$ cat src/rtl/reg_writeback_stage.sv
// Register-file write-back stage: result/load select, zero-register suppression, load-wait stall.
// Optional feature: define WB_STALL_CNT_EN to count cycles spent waiting for load data.
module reg_writeback_stage #(
    parameter int unsigned           DATA_W            = 16,
    parameter int unsigned           IDX_W             = 5,
    parameter int unsigned           CTRL_W            = 4,
    parameter logic [CTRL_W-1:0]     LOAD_OP           = CTRL_W'(4'b1100),
    parameter logic [CTRL_W-1:0]     LOADB_OP          = CTRL_W'(4'b1101),
    parameter bit                    ZERO_IDX_SUPPRESS = 1'b1
) (
    input  logic              clk,
    input  logic              rst,
    input  logic              in_valid_ma,
    output logic              in_ready_wb,
    input  logic [IDX_W-1:0]  dest_reg_index_ma,
    input  logic              dest_reg_write_en_ma,
    input  logic [DATA_W-1:0] result_ma,
    input  logic [DATA_W-1:0] data_ma,
    input  logic              data_valid_ma,
    input  logic [CTRL_W-1:0] control_ma,
    output logic [IDX_W-1:0]  write_index_rf,
    output logic [DATA_W-1:0] write_data_rf,
    output logic              write_en_rf,
    output logic              fwd_valid,
    output logic [IDX_W-1:0]  fwd_index,
    output logic [DATA_W-1:0] fwd_data,
    output logic [15:0]       stall_cycles
);

    typedef enum logic [0:0] {StReady, StWaitLoad} state_e;

    state_e              state_q, state_d;
    logic [IDX_W-1:0]    cap_idx_q, cap_idx_d;
    logic                cap_we_q, cap_we_d;
    logic [CTRL_W-1:0]   cap_ctrl_q, cap_ctrl_d;
    logic [IDX_W-1:0]    widx_q, widx_d;
    logic [DATA_W-1:0]   wdata_q, wdata_d;
    logic                wen_q, wen_d;
    logic                is_load;

    function automatic logic [DATA_W-1:0] load_data(input logic [DATA_W-1:0] d,
                                                    input logic [CTRL_W-1:0] ctrl);
        if (ctrl == LOADB_OP) begin
            return {{(DATA_W-8){d[7]}}, d[7:0]};
        end
        return d;
    endfunction

    function automatic logic zero_hit(input logic [IDX_W-1:0] idx);
        return ZERO_IDX_SUPPRESS && (idx == '0);
    endfunction

    assign is_load = (control_ma == LOAD_OP) || (control_ma == LOADB_OP);

    always_comb begin
        state_d    = state_q;
        cap_idx_d  = cap_idx_q;
        cap_we_d   = cap_we_q;
        cap_ctrl_d = cap_ctrl_q;
        widx_d     = widx_q;
        wdata_d    = wdata_q;
        wen_d      = 1'b0;
        unique case (state_q)
            StReady: begin
                if (in_valid_ma) begin
                    if (is_load && !data_valid_ma) begin
                        cap_idx_d  = dest_reg_index_ma;
                        cap_we_d   = dest_reg_write_en_ma;
                        cap_ctrl_d = control_ma;
                        state_d    = StWaitLoad;
                    end else begin
                        widx_d  = dest_reg_index_ma;
                        wdata_d = is_load ? load_data(data_ma, control_ma) : result_ma;
                        wen_d   = dest_reg_write_en_ma && !zero_hit(dest_reg_index_ma);
                    end
                end
            end
            StWaitLoad: begin
                // Upstream holds its instruction here; only the data strobe matters.
                if (data_valid_ma) begin
                    widx_d  = cap_idx_q;
                    wdata_d = load_data(data_ma, cap_ctrl_q);
                    wen_d   = cap_we_q && !zero_hit(cap_idx_q);
                    state_d = StReady;
                end
            end
            default: state_d = StReady;
        endcase
    end

    always_ff @(posedge clk) begin
        if (rst) begin
            state_q    <= StReady;
            cap_idx_q  <= '0;
            cap_we_q   <= 1'b0;
            cap_ctrl_q <= '0;
            widx_q     <= '0;
            wdata_q    <= '0;
            wen_q      <= 1'b0;
        end else begin
            state_q    <= state_d;
            cap_idx_q  <= cap_idx_d;
            cap_we_q   <= cap_we_d;
            cap_ctrl_q <= cap_ctrl_d;
            widx_q     <= widx_d;
            wdata_q    <= wdata_d;
            wen_q      <= wen_d;
        end
    end

    assign in_ready_wb    = (state_q == StReady);
    assign write_index_rf = widx_q;
    assign write_data_rf  = wdata_q;
    assign write_en_rf    = wen_q;
    assign fwd_valid      = wen_q;
    assign fwd_index      = widx_q;
    assign fwd_data       = wdata_q;

`ifdef WB_STALL_CNT_EN
    logic [15:0] stall_q, stall_d;

    always_comb begin
        stall_d = stall_q;
        if (state_q == StWaitLoad && stall_q != 16'hFFFF) begin
            stall_d = stall_q + 16'd1;
        end
    end

    always_ff @(posedge clk) begin
        if (rst) begin
            stall_q <= '0;
        end else begin
            stall_q <= stall_d;
        end
    end

    assign stall_cycles = stall_q;
`else
    assign stall_cycles = 16'h0;
`endif

endmodule

$ cat config.mk
export PLATFORM = sky130hd
export DESIGN_NAME = reg_writeback_stage
export DESIGN_NICKNAME = d
export VERILOG_FILES = /design/src/rtl/reg_writeback_stage.sv
export SDC_FILE = /design/constraint.sdc
export NUM_CORES = 1
export LEC_CHECK = 0
export CAP_MARGIN = 10
export CORE_MARGIN = 4
export CORE_UTILIZATION = 38
export CTS_CLUSTER_SIZE = 10
export DETAILED_ROUTE_END_ITERATION = 8
export PLACE_DENSITY_LB_ADDON = 0.1
export SYNTH_ARGS = -nofsm -noshare
export SYNTH_HDL_FRONTEND = slang
export SYNTH_SLANG_ARGS = --single-unit
$ cat constraint.sdc
create_clock -name clk -period 1.5 [get_ports clk]
set_clock_uncertainty 0.05 [all_clocks]
set_input_delay 0.225 -clock clk [delete_from_list [all_inputs] [get_ports clk]]
set_output_delay 0.225 -clock clk [all_outputs]
set_load 0.05 [all_outputs]
==> impl_metrics.tcl <==
set metrics [dict create \
    dieWidth_um 78.3 \
    status "finished, final reports clean" \
    finalCritPeriodShare 0.960 \
    r2r_end "fwd_data[5]" \
    grt_pass1_vias 1568 \
    slowest_stage "dfxtp_2" \
    endpoint_kind "flop" \
    synth_edf_count 0 \
    r2r_start "state_q" \
    coreArea_um2 4750 \
    ff2ff_path_depth 5 \
    synthToLayoutAreaGrowth_pct 76.2 \
    holdCritStartpoint "data_valid_ma" \
    rsz0062_at_grt "no" \
    cts_tree "yes" \
    start_util 0.395 \
    diodes 0 \
    antenna_found_initial 0 \
    cp_max_fo 6 \
    synth-seq-cells 33 \
    die-area_um2 6130 \
    synth_area_um2 1880 \
    grt_usage 0.160 \
    async_flop_share 0 \
    crit_cells 5 \
    worstPathRequired_ns 1.65 \
    final.min_clock_period_ns 1.44 \
    dr.pass1.iters 4 \
    fin_setup_tns_ns 0 \
    synth.distinct_cells 35 \
    die_h_um 78.3 \
    crit_path_cell_trace "mux2i_2, a21oi_4, clkbuf_16, nor2_1, a311oi_1" \
    synth_warnings 0 \
    hold_viol 0 \
    syn-mean-instance-area_um2 9.59 \
    grt_max_degree 26 \
    gr-total-overflow 0 \
    via_count 1688 \
    crit_start "state_q" \
    peakVddDrop_uv 573 \
    hp-class "input port to flop" \
    clk_path_buf_depth 2 \
    grt_pass1_wl_um 7780 \
    p_per_area_nw_per_um2 845 \
    gp_congestion 0.810 \
    setup.worst_path.end "fwd_data[5]" \
    yosysTopAreaCell "dfxtp_1" \
    syn_inst 196 \
    drv_slew 0 \
    nets 326 \
    path_delay_family "compound AO/OA/AOI/OAI gates" \
    drive_gt1_frac 0.342 \
    drt-wirelength-per-cell_um 14.9 \
    power.leakage_nw 1.43 \
    root_buffer "clkbuf_8" \
    cts_setup_buffers 0 \
    startpoint_type "flop" \
    drc 0 \
    fmax_mhz 695 \
    synth_most_common_cell "buf_4" \
    criticalPathCategory "flop to flop" \
    dp_hpwl_um 3970 \
    clock-sinks 33 \
    io-pin-count 107 \
    drtIter0Drc 45 \
    setup_viol 0 \
    row_count 25 \
    synthTopCellsByArea "dfxtp_1, buf_4, mux2i_1" \
    yosysTopAreaCellShare 0.352 \
    cp_data_arrival_time_ns 1.59 \
    maxCapViolCount 0 \
    critical_path_buf_inv_count 1 \
    ys.flop_type "dfxtp_1" \
    ant_nets 0 \
    numPortBuffers 90 \
    cts_max_level 2 \
    postLayoutCoreUtil 0.697 \
    clk_pin_slew_ns 0.07 \
    place_area_um2 3130 \
    ys_seq_area_frac 0.352 \
    rrSetupSlack_ns 0.06 \
    clock_latency_ns 0.28 \
    synth_common_cells "buf_4, dfxtp_1, nor2_1" \
    cp_slowest_stage_delay_ns 0.35 \
    vias_per_cell 4.85 \
    numCtsBuffers 5 \
    wirelength_um 5180 \
    final_area_um2 3310 \
]
[cell type report]
| type | count | area [um^2] |
|---|---|---|
| Fill cell | 379 | 1440 |
| Clock inverter | 2 | 10.0 |
| Sequential cell | 33 | 662 |
| Multi-Input combinational cell | 125 | 907 |
| Tap cell | 67 | 83.8 |
| Timing Repair Buffer | 110 | 1560 |
| Inverter | 5 | 18.8 |
| Clock buffer | 6 | 72.6 |
[through the flow]
| stage | worst slack, ns | total power (W) | hold slack (ns) | std cells |
|---|---|---|---|---|
| after floorplan | 0.0581 | 0.00165 | 0.254 | 211 |
| after global placement | -0.345 | 0.00214 | 0.383 | 337 |
| after detailed placement | -0.352 | 0.00215 | 0.391 | 337 |
| after CTS | 0.00271 | 0.00280 | 0.401 | 346 |
| after global routing | 0.0117 | 0.00290 | 0.275 | 348 |
| final | 0.0606 | 0.00280 | 0.273 | 348 |
[logic make-up after synthesis]
kind of cell	after synthesis	share of synthesized area
buffers and inverters	54	0.216
AND/OR/NAND/NOR	48	0.136
AO/OA/AOI/OAI	47	0.224
flip-flops	33	0.352
multiplexers	13	0.0692
other	1	0.00200
[what timing repair did]
action | 4_1_cts | 5_1_grt
resized for setup | 3 | 10
cloned | 1 | 2
hold buffers | 0 | 0
setup endpoints to repair | 12 | 20
pin swaps | 0 | 0
[state kept, by name, summed over array words and instances, names as in the netlist]
| name | count |
|---|---|
| cap_ctrl_q | 4 |
| cap_we_q | 1 |
| state_q | 1 |
| fwd_data | 16 |
| fwd_index | 5 |
| cap_idx_q | 5 |
| fwd_valid | 1 |
[worst min path at each step]
stage | to | slack (ns) | cells past startpoint
after floorplan | state_q | 0.25 | 1
after global placement | cap_ctrl_q[2] | 0.38 | 2
after detailed placement | cap_ctrl_q[2] | 0.39 | 2
after CTS | cap_ctrl_q[2] | 0.40 | 2
after global routing | state_q | 0.28 | 3
final | state_q | 0.27 | 3
[layout by cell type, fill, tap and decap left out, types with 4 or more instances in the layout]
cell type / instances
a311oi_2: 4
nor2_1: 21
a21oi_1: 4
buf_12: 46
dlymetal6s2s_1: 4
mux2i_1: 12
clkbuf_8: 5
a211oi_2: 5
nand2_1: 8
buf_4: 17
a21o_1: 8
o21ai_0: 8
a311oi_1: 4
dfxtp_1: 32
a32o_1: 6
conb_1: 16
inv_1: 4
clkdlybuf4s50_1: 40
or3_1: 8
[metal layers]
layer	share of wire	track usage	vias up
li1	-	-	824
met5	0	0	-
met1	0.44	0.203	784
met4	0.017	0.0577	0
met2	0.48	0.263	70
met3	0.063	0.0378	10
[worst register-to-register path, stage by stage, from the launching register on]
cell       delay, ns
dfxtp_2         0.35
mux2i_2         0.17
a21oi_4         0.30
clkbuf_16       0.22
nor2_1          0.04
a311oi_1        0.23
[power breakdown]
part	switching [W]	internal, W
clock network	0.000321	0.000321
logic	0.000594	0.000550
registers	0.0000864	0.000927
(Power assumes the default switching activity.)
==> variant: new RTL, same flow settings <==
Set the parameter `ZERO_IDX_SUPPRESS` to 1'b0 (it was 1'b1).
--- a/src/rtl/reg_writeback_stage.sv
+++ b/src/rtl/reg_writeback_stage.sv
@@ -6,7 +6,7 @@
     parameter int unsigned           CTRL_W            = 4,
     parameter logic [CTRL_W-1:0]     LOAD_OP           = CTRL_W'(4'b1100),
     parameter logic [CTRL_W-1:0]     LOADB_OP          = CTRL_W'(4'b1101),
-    parameter bit                    ZERO_IDX_SUPPRESS = 1'b1
+    parameter bit                    ZERO_IDX_SUPPRESS = 1'b0
 ) (
     input  logic              clk,
     input  logic              rst,
Formal check against the unedited RTL: not equivalent (Yosys sat finds a counterexample within 4 cycles, from zero or initial values and one cycle with rst high).
==> variant against the unedited design <==
Setup slack got worse by 0.00097 ns. Cell area decreased by 5.0%. Critical path depth unchanged. Synthesized area decreased by 7.1%. Sequential share of layout area increased by 1.1 points. Wire length decreased by 8.0%. Power decreased by 1.8%. Non-clock buffer count decreased by 1. Sequential cell count unchanged. Critical endpoint is now fwd_data[15].
==> variant: results (changes against the unedited design) <==
status=finished, final reports clean; share of layout cells above drive strength 1=30.4% (-3.8 points); Detailed Route Iter0 Violations=72 (+60%); Synth top cells by count=40 x buf_4, 33 x dfxtp_1, 22 x nor2_1; Final #Nets=315 (-3.4%); DP Worst Slack=-0.434 ns (-0.0826 ns); worst path arrival time=1.62 ns (+0.03 ns); vias in the first global route=1513 (-3.5%); Distinct cells, synth=28 (-20%); crit-path max FO=8 (+2); Ys Warns=0 (unchanged); Seq/Total Area, Yosys=37.8% (+2.7 points); Static Leak=1.38 nW (-3.7%); synth top area cells=dfxtp_1 38%, buf_4 17%, mux2i_1 11%; antenna cells=0 (unchanged); clk root buf=clkbuf_8; GPL Wtd Cong=0.829 (+2.3%); Post-Route WL=4770 um (-8.0%); first-pass GRT wire length=7110 um (-8.5%); Vias=1563 (-7.4%); dpl hpwl=3840 um (-3.3%); largest net degree at the start of global routing=19 (-27%); Post-DP Area=2980 um^2 (-4.8%); worst min path class=reg2reg; All-Layer GR Usage=16.4% (+0.46 points); Worst VDD drop=0.734 mV (+28%); Final Max Slew Viols=0 (unchanged)
==> variant: changes by cell type after synthesis, sizes merged, moves of 2 or more <==
cell,before,now
a211oi,6,12
nand2,8,2
mux2i,13,20
o21ai,8,1
a311oi,8,1
or4,2,0
==> variant: cells by family after synthesis <==
family	Yosys count	synth area share [%]
AOI/OAI and AO/OA	38	17.7
DFF	33	37.8
other	1	0.215
and+or+nand+nor	41	12.1
buffers and inverters	53	20.6
muxes	20	11.5
==> variant: metal layers <==
| layer | vias up | GRT usage, % | wire length (um) |
|---|---|---|---|
| met5 | - | 0 | 0 |
| met4 | 0 | 5.83 | 65 |
| met3 | 8 | 6.07 | 518 |
| met2 | 85 | 24.6 | 2260 |
| met1 | 702 | 21.6 | 1920 |
| li1 | 768 | - | - |
==> variant: layout make-up <==
| type | count | area [um^2] |
|---|---|---|
| inverter | 5 | 22.5 |
| clock buffer | 6 | 72.6 |
| clock inverter | 2 | 10.0 |
| timing repair buffer | 109 | 1500 |
| fill | 327 | 1270 |
| multi-input combinational | 115 | 811 |
| sequential | 33 | 664 |
| tap | 52 | 65.1 |
==> variant: final timing paths <==
kind / startpoint / endpoint / slack (ns) / cells past startpoint
setup / recovery: data_valid_ma / fwd_data[15] / 0.06 / 5
hold / removal: cap_ctrl_q[3] / cap_ctrl_q[3] / 0.40 / 2
setup reg to reg: state_q / fwd_data[9] / 0.06 / 4
hold reg to reg: cap_ctrl_q[3] / cap_ctrl_q[3] / 0.40 / 2
==> variant: metrics by stage <==
stage,std cells,power (mW),util (%),TNS [ns]
after floorplan,201,1.63,-,0
after global placement,308,2.10,67.5,-10.27
after detailed placement,308,2.11,67.5,-10.86
after CTS,319,2.76,70.2,0
after global routing,322,2.86,71.3,0
final,322,2.75,71.3,0
==> variant: where the power goes <==
group,internal (mW),switching [mW],leakage [nW]
registers,0.926,0.0870,0.272
logic,0.529,0.572,1.06
clock network,0.321,0.316,0.0450
total,1.78,0.975,1.38
==> variant: repair_timing <==
action / 4_1_cts / 5_1_grt
resized for setup: 8 / 7
cloned: 1 / 0
setup endpoints to repair: 21 / 21
pin swaps: 5 / 3
buffers inserted: 2 / 3
==> variant: worst max-delay path, stage by stage <==
cell             delay [ns]
clkdlybuf4s50_1        0.53
mux2i_1                0.13
a21oi_4                0.25
o311a_4                0.31
a32o_2                 0.17
